**config.mk**
```make
export PLATFORM = sky130hd
export DESIGN_NAME = seg7_scan_ctrl
export DESIGN_NICKNAME = d
export VERILOG_FILES = /design/src/rtl/seg7_scan_ctrl.sv
export SDC_FILE = /design/constraint.sdc
export NUM_CORES = 1
export LEC_CHECK = 0
export ABC_AREA = 1
export CAP_MARGIN = 20
export CORE_ASPECT_RATIO = 0.9
export CORE_MARGIN = 3
export CORE_UTILIZATION = 45
export CTS_BUF_LIST = sky130_fd_sc_hd__clkbuf_16
export DETAILED_ROUTE_END_ITERATION = 8
export GPL_TIMING_DRIVEN = 0
export PLACE_DENSITY_LB_ADDON = 0.3
export SYNTH_ARGS = -nofsm -noshare
export SYNTH_HDL_FRONTEND = slang
export SYNTH_SLANG_ARGS = --single-unit
export TNS_END_PERCENT = 100
```
**constraint.sdc**
```tcl
create_clock -name CLK -period 2 [get_ports CLK]
set_input_delay 0.2 -clock CLK [delete_from_list [all_inputs] [get_ports CLK]]
set_output_delay 0.2 -clock CLK [all_outputs]
set_load 0.02 [all_outputs]
```
**src/rtl/seg7_scan_ctrl.sv**
```systemverilog
// seg7_scan_ctrl: time-multiplexed scanner for an NDIG-digit 7-segment display.
// Each frame latches a hex word and a decimal-point mask, then visits each digit
// for SCAN_DIV cycles. The first cycle of every digit slot is a dark guard cycle.
// Optional leading-zero suppression keeps blank leading digits dark.
module seg7_scan_ctrl #(
  parameter int NDIG     = 4,
  parameter int SCAN_DIV = 16
) (
  input  logic              CLK,
  input  logic              RST,
  input  logic              EN,
  input  logic              LZ_EN,
  input  logic [4*NDIG-1:0] DATA,
  input  logic [NDIG-1:0]   DP_IN,
  output logic [3:0]        HEX,
  output logic              DP,
  output logic [NDIG-1:0]   DIGIT_SEL,
  output logic              FRAME
);

  localparam int SW = $clog2(NDIG);
  localparam int DW = $clog2(SCAN_DIV);
  localparam logic [SW-1:0] SLOT_LAST = SW'(NDIG - 1);
  localparam logic [DW-1:0] DIV_LAST  = DW'(SCAN_DIV - 1);

  typedef enum logic {IDLE, SCAN} state_t;

  state_t              state_q, state_d;
  logic [SW-1:0]       slot_q, slot_d;
  logic [DW-1:0]       div_q, div_d;
  logic [4*NDIG-1:0]   data_q, data_d;
  logic [NDIG-1:0]     dpm_q, dpm_d;
  logic [NDIG-1:0]     supp_q, supp_d;
  logic [3:0]          hex_q, hex_d;
  logic                dp_q, dp_d;
  logic [NDIG-1:0]     sel_q, sel_d;
  logic                frame_q, frame_d;
  logic                take;

  // A digit is blanked when it and every more-significant digit are zero with no
  // decimal point; digit 0 always stays lit so a zero value still shows "0".
  function automatic logic [NDIG-1:0] lz_mask(input logic [4*NDIG-1:0] d,
                                              input logic [NDIG-1:0]   dp,
                                              input logic              lz);
    logic [NDIG-1:0] m;
    logic            run;
    m   = '0;
    run = 1'b1;
    for (int i = NDIG - 1; i >= 1; i--) begin
      run  = run & (d[4*i +: 4] == 4'h0) & ~dp[i];
      m[i] = run & lz;
    end
    return m;
  endfunction

  // Next-state: scan counters, frame snapshot, and outputs derived from the
  // post-edge slot/div so the registered outputs line up with the counters.
  always_comb begin
    state_d = state_q;
    slot_d  = slot_q;
    div_d   = div_q;
    data_d  = data_q;
    dpm_d   = dpm_q;
    supp_d  = supp_q;
    take    = 1'b0;

    if (!EN) begin
      state_d = IDLE;
      slot_d  = '0;
      div_d   = '0;
    end else if (state_q == IDLE) begin
      state_d = SCAN;
      slot_d  = '0;
      div_d   = '0;
      take    = 1'b1;
    end else if (div_q == DIV_LAST) begin
      div_d = '0;
      if (slot_q == SLOT_LAST) begin
        slot_d = '0;
        take   = 1'b1;
      end else begin
        slot_d = slot_q + SW'(1);
      end
    end else begin
      div_d = div_q + DW'(1);
    end

    if (take) begin
      data_d = DATA;
      dpm_d  = DP_IN;
      supp_d = lz_mask(DATA, DP_IN, LZ_EN);
    end

    hex_d   = 4'h0;
    dp_d    = 1'b0;
    sel_d   = '0;
    frame_d = 1'b0;
    if (state_d == SCAN) begin
      for (int i = 0; i < NDIG; i++) begin
        if (slot_d == SW'(i)) begin
          hex_d = data_d[4*i +: 4];
          if (div_d != '0 && !supp_d[i]) begin
            sel_d[i] = 1'b1;
            dp_d     = dpm_d[i];
          end
        end
      end
      frame_d = (slot_d == SLOT_LAST) && (div_d == DIV_LAST);
    end
  end

  // State, snapshot and output registers; async reset darkens the display at once.
  always_ff @(posedge CLK or posedge RST) begin
    if (RST) begin
      state_q <= IDLE;
      slot_q  <= '0;
      div_q   <= '0;
      data_q  <= '0;
      dpm_q   <= '0;
      supp_q  <= '0;
      hex_q   <= 4'h0;
      dp_q    <= 1'b0;
      sel_q   <= '0;
      frame_q <= 1'b0;
    end else begin
      state_q <= state_d;
      slot_q  <= slot_d;
      div_q   <= div_d;
      data_q  <= data_d;
      dpm_q   <= dpm_d;
      supp_q  <= supp_d;
      hex_q   <= hex_d;
      dp_q    <= dp_d;
      sel_q   <= sel_d;
      frame_q <= frame_d;
    end
  end

  assign HEX       = hex_q;
  assign DP        = dp_q;
  assign DIGIT_SEL = sel_q;
  assign FRAME     = frame_q;

endmodule
```
==> results of run 1 <==
-- area by class of cell --
type | instances | area [sq um] | area share [%]
Clock inverter | 3 | 41.3 | 1.59
Buffer | 5 | 42.5 | 1.64
Timing Repair Buffer | 33 | 330 | 12.7
Tap cell | 60 | 75.1 | 2.89
Inverter | 46 | 176 | 6.80
Clock buffer | 5 | 125 | 4.82
Sequential cell | 41 | 1030 | 39.6
Multi-Input combinational cell | 150 | 777 | 30.0
-- layer usage --
| layer | vias up | global-route usage (%) |
|---|---|---|
| met5 | - | 0 |
| met4 | 0 | 6.64 |
| met3 | 7 | 4.81 |
| met2 | 35 | 28.2 |
| met1 | 734 | 23.3 |
| li1 | 823 | - |
-- registers in the layout, indices dropped and copies added (netlist names) --
signal,count
FRAME,1
DIGIT_SEL,4
data_q,16
div_q,4
DP,1
supp_q,4
state_q,1
dpm_q,4
HEX,4
slot_q,2
-- Yosys cell counts --
| library cell | n | area share, % |
|---|---|---|
| nor2_4 | 2 | 1.1 |
| nor2_1 | 18 | 3.4 |
| inv_1 | 45 | 8.4 |
| dfrtp_1 | 41 | 51 |
| buf_4 | 2 | 0.75 |
| nand4_1 | 3 | 0.93 |
| nor2_8 | 1 | 0.99 |
| nor2_2 | 2 | 0.62 |
| o21a_1 | 1 | 0.37 |
| o21ai_0 | 8 | 2.0 |
| buf_6 | 2 | 1.1 |
| or2_2 | 1 | 0.31 |
| nand3_4 | 1 | 0.87 |
| o21ai_2 | 2 | 0.87 |
| o211ai_1 | 2 | 0.75 |
| inv_2 | 1 | 0.19 |
| buf_2 | 1 | 0.25 |
| o21ai_1 | 7 | 1.7 |
| a21oi_1 | 5 | 1.2 |
| nand2_4 | 3 | 1.7 |
| nand2_1 | 62 | 12 |
| nand3_1 | 15 | 3.7 |
| a21oi_2 | 2 | 0.87 |
| o22ai_1 | 1 | 0.31 |
| ha_1 | 2 | 1.2 |
| nand2_2 | 7 | 2.2 |
| nor3_1 | 4 | 0.99 |
| nand4_2 | 1 | 0.62 |
-- timing repair --
item	4_1_cts	5_1_grt
gates resized for setup	0	5
endpoints found under the setup margin	0	3
hold endpoints to repair	0	0
setup buffers	0	0
-- worst paths after layout --
kind	startpoint	to	depth (start not counted)
worst max-delay path	div_q[0]	DP	10
worst min-delay path	RST	data_q[15]	2
worst max register to register	div_q[0]	DP	10
worst min register to register	data_q[4]	data_q[4]	2
max in group asynchronous	RST	data_q[8]	2
min in group CLK	EN	state_q	1
-- worst reg2reg max path: stages, from the launching register on --
cell     delay, ns
dfrtp_1       0.39
ha_2          0.27
nand3_4       0.14
nand2_1       0.14
nand2_2       0.08
nor2_4        0.14
nand2_4       0.12
nor2_1        0.13
nand2_1       0.10
o21ai_1       0.16
a21oi_2       0.04
-- power by group through the flow --
stage	combinational [W]	clock, W	sequential (W)
global placement	0.000250	0	0.000923
CTS	0.000257	0.000915	0.000911
floorplan	0.000138	0	0.000934
global route	0.000289	0.000954	0.000916
finish	0.000255	0.000896	0.000911
detailed placement	0.000254	0	0.000926
-- kinds of logic after synthesis --
logic type / synth area share [%]
AOI/OAI and AO/OA: 8.14
adders and majority gates: 1.24
buffers and inverters: 10.7
DFF: 51.0
and+or+nand+nor: 29.0
-- metrics by stage --
stage                     power (W)  area (sq um)
final                       0.00206          2590
after CTS                   0.00208          2580
after detailed placement    0.00118          2420
after global placement      0.00117          2420
after floorplan             0.00107          2010
after global routing        0.00216          2590
==> reports/results.tsv, run 1 <==
stage	metric	value	unit
setup_path	Crit path arrival time	1.98	ns
floorplanning	core region area	4180	sq um
layout	fin nets	308	
setup_path	kind of critical path	flip-flop to flip-flop	
setup_path	required time of the critical path	2.17	ns
layout	most frequent cells in the layout	nand2_1, inv_1, dfrtp_1	
timing	setup TNS	0	ns
timing	clk_skew	0.00308	ns
global_route	first-pass GRT wire length	7.51	mm
setup_path	CP Capture Type	flip-flop	
yosys	post-synth cell types	28	
yosys	post-synthesis instance total	242	
timing	Hold Vio Cnt, Final	0	
layout	Final Util	62.0	%
floorplanning	FP Rows	22	
floorplanning	io pins	34	
setup_path	setup slack, reg-to-reg	0.20	ns
drt	met2 wire length	1.94	mm
setup_path	crit-path max FO	9	
clocking	H-Tree Depth	2	
hold_path	Hold WC Path Type	input pin to asynchronous set/reset pin	
global_route	pin count of the biggest net entering global routing	42	
drt	Routed Antenna Nets	0	
clocking	CTS clk-pin slew, worst paths	0.06	ns
pwr	share of power burned in registers	44.2	%
layout	# diodes	0	
global_route	GRT overflow	0	
layout	final std cells w/o fill	343	
yosys	sequential fraction of the synthesis area	51.0	%
floorplanning	initial core utilization	48.1	%
timing	hold_ws	0.402	ns
clocking	CTS tree	built	
yosys	syn avg cell area	8.32	sq um
place	GP Congestion	0.824	
drt	max layer used	met4	
timing	Rel. slew slack	44.1	%
yosys	flops & latches, synth	41	
setup_path	Critical Path Start Type	flip-flop	
setup_path	CP peak stage delay	0.39	ns
floorplanning	Die Height	69.5	microns
global_route	GRT Total Usage	17.8	%
run_status	outcome	completed	
drt	routed metal-1 wirelength	1.92	mm
place	post-placement cell count	335	
yosys	Synth Net Count	268	
pwr	Max VDD drop	0.387	mV
timing	final worst-path cycle share	90.2	%
flow_run	Max-cap violations	0	
place	hpwl dp	3.04	mm
layout	# fillers	374	
setup_path	CP Buf/Inv Count	0	
drt	Vias/cell	4.66	
drt	met3 WL	215	microns
floorplanning	DIE AREA	5310	sq um
pwr	Sw Ratio	23.0	%
drt	Post-Route WL	4.15	mm
clocking	Root Driver	clkbuf_16	
place	port bufs	33	
pwr	Pwr Density	795	nW/um^2
clocking	TritonCTS Buffers	5	
pwr	Net Switching	0.000474	W
timing	setup violators final	0	
layout	most common cell after layout, fill and taps aside	nand2_1	
clocking	# hold bufs at CTS	0	
timing	RSZ-0062 raised after global routing	false	
global_route	initial antenna violation count	0	
yosys	Syn. warnings	0	
drt	remaining design rule violation count	0	
timing	minimum clock period	1.80	ns
drt	Pre-Repair DR Iteration Count	4	
global_route	vias in the first global route	1649	
setup_path	Most common cell on crit path	nand2_1	
setup_path	Top delay family on crit path	simple AND/OR/NAND/NOR gates	
clocking	Clock Latency Late Sink	0.28	ns
timing	Max Slew Vio Count	0	
pwr	static leakage	1.35	nW
pwr	clock share of power	43.5	%
drt	initial DRC count	115	
clocking	deepest clock path buffer count	2	
drt	via count	1599	
drt	Avg WL per Cell	12.1	microns
timing	Fmax	0.554	GHz
pwr	combinational share of power	12.4	%
place	dpl ws	-0.0597	ns
setup_path	Worst path slowest cell	dfrtp_1	
layout	Area growth syn-to-layout	28.8	%
timing	PnR worst setup slack	0.196	ns
clocking	CTS Sinks	41	
layout	share of layout cells above drive strength 1	13.8	%
yosys	Synth Cell Area	2010	sq um
setup_path	crit path cell chain	ha_2 -> nand3_4 -> nand2_1 -> nand2_2 -> nor2_4 -> nand2_4 -> nor2_1 -> nand2_1 -> o21ai_1 -> a21oi_2	
floorplanning	Die X	76.5	microns
timing	worst-margin pin slew	0.837	ns
pwr	Int Pwr	0.00159	W
(Power assumes the default switching activity.)
==> run 2: changes to the inputs <==
--- a/config.mk
+++ b/config.mk
@@ -7,9 +7,11 @@
 export LEC_CHECK = 0
 export ABC_AREA = 1
 export CAP_MARGIN = 20
+export CELL_PAD_IN_SITES_DETAIL_PLACEMENT = 1
+export CELL_PAD_IN_SITES_GLOBAL_PLACEMENT = 1
 export CORE_ASPECT_RATIO = 0.9
 export CORE_MARGIN = 3
-export CORE_UTILIZATION = 45
+export CORE_UTILIZATION = 39
 export CTS_BUF_LIST = sky130_fd_sc_hd__clkbuf_16
 export DETAILED_ROUTE_END_ITERATION = 8
 export GPL_TIMING_DRIVEN = 0
==> constraint.sdc (replaced) <==
create_clock -name CLK -period 2 [get_ports CLK]
set_input_delay 0.4 -clock CLK [delete_from_list [all_inputs] [get_ports CLK]]
set_output_delay 0.4 -clock CLK [all_outputs]
set_load 0.02 [all_outputs]
==> reports/results.tsv, run 2 (synthesis gave the netlist of run 1 again) <==
stage	metric	value	unit
run_status	outcome	completed	
floorplanning	DIE AREA	6060	sq um
clocking	CTS clk-pin slew, worst paths	0.06	ns
timing	PnR worst setup slack	0.198	ns
layout	# fillers	612	
layout	# diodes	0	
setup_path	required time of the critical path	2.17	ns
global_route	initial antenna violation count	0	
layout	fin nets	311	
drt	via count	1660	
clocking	CTS Sinks	41	
setup_path	crit-path max FO	9	
drt	Vias/cell	4.73	
clocking	CTS tree	built	
timing	final worst-path cycle share	90.1	%
pwr	total power draw	0.00194	W
drt	Routed Antenna Nets	0	
global_route	GRT Total Usage	17.8	%
drt	initial DRC count	71	
clocking	TritonCTS Buffers	5	
global_route	first-pass GRT wire length	8.03	mm
floorplanning	Die X	81.7	microns
clocking	Root Driver	clkbuf_16	
floorplanning	FP Rows	24	
place	GP Congestion	0.799	
global_route	GRT overflow	0	
drt	remaining design rule violation count	0	
layout	share of layout cells above drive strength 1	15.0	%
clocking	deepest clock path buffer count	2	
drt	Post-Route WL	4.90	mm
floorplanning	Die Height	74.2	microns
timing	setup violators final	0	
setup_path	kind of critical path	input pin to flip-flop	
timing	Fmax	0.555	GHz
global_route	vias in the first global route	1713	
setup_path	Crit path arrival time	1.97	ns
setup_path	CP Capture Type	flip-flop	
timing	clk_skew	0.00677	ns
drt	Pre-Repair DR Iteration Count	4	
clocking	H-Tree Depth	2	
place	port bufs	33	
layout	Top reg by flops	data_q	
place	hpwl dp	3.70	mm
timing	Hold Vio Cnt, Final	0	
clocking	# hold bufs at CTS	0	
timing	worst-margin pin slew	0.847	ns
floorplanning	io pins	34	
place	dpl ws	-0.336	ns
pwr	static leakage	1.38	nW
floorplanning	initial core utilization	40.9	%
clocking	Clock Latency Late Sink	0.29	ns
layout	Area growth syn-to-layout	29.8	%
timing	hold_ws	0.475	ns
pwr	Pwr Density	742	nW/um^2
drt	Avg WL per Cell	13.9	microns
layout	number of flip-flops in the largest register	16	
timing	Max Slew Vio Count	0	
timing	Rel. slew slack	43.5	%
floorplanning	core region area	4920	sq um
layout	most common cell after layout, fill and taps aside	nand2_1	
timing	minimum clock period	1.80	ns
flow_run	Max-cap violations	0	
hold_path	Hold WC Path Type	flip-flop to flip-flop	
layout	most frequent cells in the layout	nand2_1, inv_1, dfrtp_1	
timing	setup TNS	0	ns
pwr	Max VDD drop	0.490	mV
setup_path	Critical Path Start Type	input pin	
global_route	pin count of the biggest net entering global routing	42	
-- run 2: report_power, final --
part / leakage (nW) / internal [W] / switching (W) / total [W]
clock: 0.0687 / 0.000451 / 0.000311 / 0.000762
combinational: 0.787 / 0.000117 / 0.000148 / 0.000265
sequential: 0.523 / 0.000892 / 0.0000204 / 0.000913
total: 1.38 / 0.00146 / 0.000479 / 0.00194
-- run 2: final cells by class --
class                   count  area [sq um]  area share, %
well taps                  65          81.3           3.11
clock buffers               5           125           4.79
multi-input cells         150           797           30.5
inverters                  46           173           6.61
flip-flops and latches     41          1030           39.3
clock inverters             3          12.5          0.479
repair buffers             36           353           13.5
plain buffers               5          46.3           1.77
-- run 2: worst paths after layout --
check / start / to / slack, ns / depth (start not counted)
worst max register to register: div_q[0] / HEX[1] / 0.21 / 9
max in group asynchronous: RST / supp_q[1] / 0.85 / 2
worst min-delay path: dpm_q[3] / dpm_q[3] / 0.47 / 2
worst min register to register: dpm_q[3] / dpm_q[3] / 0.47 / 2
min in group asynchronous: RST / data_q[1] / 0.62 / 2
worst max-delay path: EN / DP / 0.20 / 11
-- run 2: per-stage QoR --
step           utilization (%)  area [sq um]  std cells
3_5_place_dp              49.2          2420        340
6_report                  53.1          2610        351
3_3_place_gp              49.2          2420        340
5_1_grt                   53.1          2610        351
4_1_cts                   52.0          2560        348
2_1_floorplan                -          2010        242
-- run 2: routing by layer --
metal,vias up,global-route usage [%],part of all wire [%]
met2,32,29.5,46
met1,789,23.2,47
met3,7,4.24,5.0
met5,-,0,0
li1,832,-,-
met4,0,5.54,1.3
-- run 2: critical path, cell delays in order --
cell             delay (ns)
clkdlybuf4s50_1        0.51
buf_6                  0.14
nand2_4                0.06
inv_2                  0.12
nand2_2                0.11
nor2_8                 0.12
nand2_4                0.10
nor2_1                 0.11
nand2_1                0.09
o21ai_1                0.16
a21oi_2                0.05
-- run 2: timing repair --
action	CTS	global route
pin swaps	0	1
setup endpoints to repair	1	5
resized for setup	1	8
buffers inserted	0	3
==> run 3: changes to the inputs <==
--- a/config.mk
+++ b/config.mk
@@ -6,11 +6,11 @@
 export NUM_CORES = 1
 export LEC_CHECK = 0
 export ABC_AREA = 1
+export ABC_CLOCK_PERIOD_IN_PS = 2000
 export CAP_MARGIN = 20
 export CELL_PAD_IN_SITES_DETAIL_PLACEMENT = 1
 export CELL_PAD_IN_SITES_GLOBAL_PLACEMENT = 1
 export CORE_ASPECT_RATIO = 0.9
-export CORE_MARGIN = 3
 export CORE_UTILIZATION = 39
 export CTS_BUF_LIST = sky130_fd_sc_hd__clkbuf_16
 export DETAILED_ROUTE_END_ITERATION = 8
==> constraint.sdc (replaced) <==
create_clock -name CLK -period 2 [get_ports CLK]
set_input_delay 0.4 -clock CLK [delete_from_list [all_inputs] [get_ports CLK]]
set_output_delay 0.4 -clock CLK [all_outputs]
set_load 0.1 [all_outputs]
==> reports/results.tsv, run 3 (synthesis gave the netlist of run 1 again) <==
stage	metric	value	unit
run_status	outcome	completed	
timing	Hold Vio Cnt, Final	0	
clocking	Clock Latency Late Sink	0.28	ns
floorplanning	FP Rows	24	
timing	final worst-path cycle share	95.3	%
layout	Final Util	54.2	%
drt	remaining design rule violation count	0	
layout	area of all sequential standard cells	1030	sq um
drt	Routed Antenna Nets	0	
drt	routed metal-1 wirelength	2.28	mm
place	port bufs	33	
global_route	first-pass GRT wire length	8.53	mm
global_route	pin count of the biggest net entering global routing	42	
clocking	H-Tree Depth	2	
pwr	Max VDD drop	0.553	mV
global_route	GRT overflow	0	
layout	share of layout cells above drive strength 1	15.7	%
clocking	TritonCTS Buffers	5	
timing	worst-margin pin slew	0.955	ns
setup_path	Crit path arrival time	2.07	ns
floorplanning	Die Height	70.2	microns
floorplanning	DIE AREA	5450	sq um
layout	number of flip-flops in the largest register	16	
setup_path	Top delay family on crit path	simple AND/OR/NAND/NOR gates	
setup_path	CP peak stage delay	0.44	ns
layout	fin nets	312	
drt	via count	1688	
drt	Pre-Repair DR Iteration Count	4	
drt	Avg WL per Cell	14.5	microns
timing	hold_ws	0.472	ns
setup_path	crit-path max FO	6	
floorplanning	core region area	4890	sq um
timing	Rel. slew slack	36.6	%
global_route	GRT Total Usage	20.7	%
drt	initial DRC count	88	
drt	met3 WL	184	microns
floorplanning	io pins	34	
drt	Post-Route WL	5.09	mm
timing	PnR worst setup slack	0.0942	ns
clocking	Root Driver	clkbuf_16	
pwr	total power draw	0.00212	W
timing	minimum clock period	1.91	ns
pwr	Pwr Density	799	nW/um^2
place	GP Congestion	0.783	
hold_path	Hold WC Path Type	flip-flop to flip-flop	
setup_path	CP Capture Type	flip-flop	
clocking	CTS Sinks	41	
setup_path	CP Buf/Inv Count	4	
timing	Max Slew Vio Count	0	
floorplanning	Die X	77.7	microns
clocking	# hold bufs at CTS	0	
setup_path	Critical Path Start Type	input pin	
pwr	static leakage	1.43	nW
global_route	initial antenna violation count	0	
global_route	vias in the first global route	1836	
setup_path	kind of critical path	input pin to flip-flop	
layout	most common cell after layout, fill and taps aside	nand2_1	
place	dpl ws	-0.324	ns
timing	Fmax	0.525	GHz
layout	# fillers	582	
setup_path	Most common cell on crit path	nand2_1	
flow_run	Max-cap violations	0	
setup_path	required time of the critical path	2.16	ns
layout	Top reg by flops	data_q	
layout	# diodes	0	
drt	met2 wire length	2.55	mm
layout	multi-input combinational cell area	805	sq um
clocking	CTS clk-pin slew, worst paths	0.06	ns
layout	Area growth syn-to-layout	31.8	%
floorplanning	initial core utilization	41.1	%
drt	Vias/cell	4.80	
clocking	CTS tree	built	
place	hpwl dp	3.51	mm
timing	RSZ-0062 raised after global routing	false	
setup_path	Worst path slowest cell	clkdlybuf4s50_1	
layout	most frequent cells in the layout	nand2_1, inv_1, dfrtp_1	
place	post-placement cell count	340	
timing	setup violators final	0	
drt	max layer used	met4	
clocking	deepest clock path buffer count	2	
timing	clk_skew	0.00602	ns
setup_path	crit path cell chain	clkdlybuf4s50_1 -> buf_6 -> nand2_4 -> clkinvlp_4 -> nand3_1 -> nand3_2 -> nor2_4 -> nor2_1 -> nand2_1 -> nand2_1 -> inv_1 -> a21oi_2	
layout	final std cells w/o fill	352	
-- run 3: cell types whose count changed in the layout (fill, tap and decap cells not counted), moves of 2 or more --
cell / previous run / this run
nor2_2: 3 / 0
nor2_4: 2 / 4
dlygate4sd2_1: 0 / 10
clkdlybuf4s50_1: 33 / 23
-- run 3: area by class of cell --
| class | instances | area share (%) |
|---|---|---|
| clock buffer | 5 | 4.72 |
| clock inverter | 3 | 1.42 |
| buffer | 5 | 1.98 |
| tap | 65 | 3.07 |
| multi-input combinational | 150 | 30.3 |
| sequential | 41 | 38.7 |
| timing repair buffer | 37 | 13.1 |
| inverter | 46 | 6.65 |
-- run 3: worst reg2reg max path: stages, from the launching register on --
cell and delay, ns:
dfrtp_2 0.44, ha_4 0.20, nand3_4 0.13, nand2_2 0.06, nand2_2 0.12, inv_1 0.06
nand2_2 0.12, nand2_2 0.12, nor2_1 0.15, nand3_1 0.12, nand2_1 0.08, nand2_1 0.06
a21oi_2 0.12
-- run 3: where the power goes --
part / switching (W) / internal (W) / total (W)
Sequential: 0.0000203 / 0.000892 / 0.000913
Combinational: 0.000212 / 0.000115 / 0.000327
Clock: 0.000301 / 0.000579 / 0.000880
-- run 3: repair_timing --
action                                 4_1_cts  5_1_grt
endpoints found under the hold margin        0        0
setup endpoints to repair                   11        5
pin swaps                                    0        2
buffers inserted                             0        4
gates resized for setup                     13       10
-- run 3: layer usage --
metal | up-vias | track usage, %
met3 | 6 | 3.66
met2 | 33 | 37.6
met5 | - | 0
li1 | 832 | -
met1 | 817 | 25.0
met4 | 0 | 5.66
-- run 3: worst paths after layout --
| check | from | cells past startpoint | end | slack [ns] |
|---|---|---|---|---|
| min in group asynchronous | RST | 2 | data_q[1] | 0.62 |
| max | EN | 12 | DP | 0.09 |
| min | data_q[14] | 2 | data_q[14] | 0.47 |
| min reg2reg | data_q[14] | 2 | data_q[14] | 0.47 |
| max in group asynchronous | RST | 2 | div_q[0] | 0.80 |
| max reg2reg | div_q[0] | 12 | DP | 0.14 |
-- run 3: metrics by stage --
step,setup TNS [ns],cell area [sq um]
6_report,0,2650
5_1_grt,0,2650
4_1_cts,0,2590
3_5_place_dp,-1.42,2420
3_3_place_gp,-11.39,2420
2_1_floorplan,0,2010
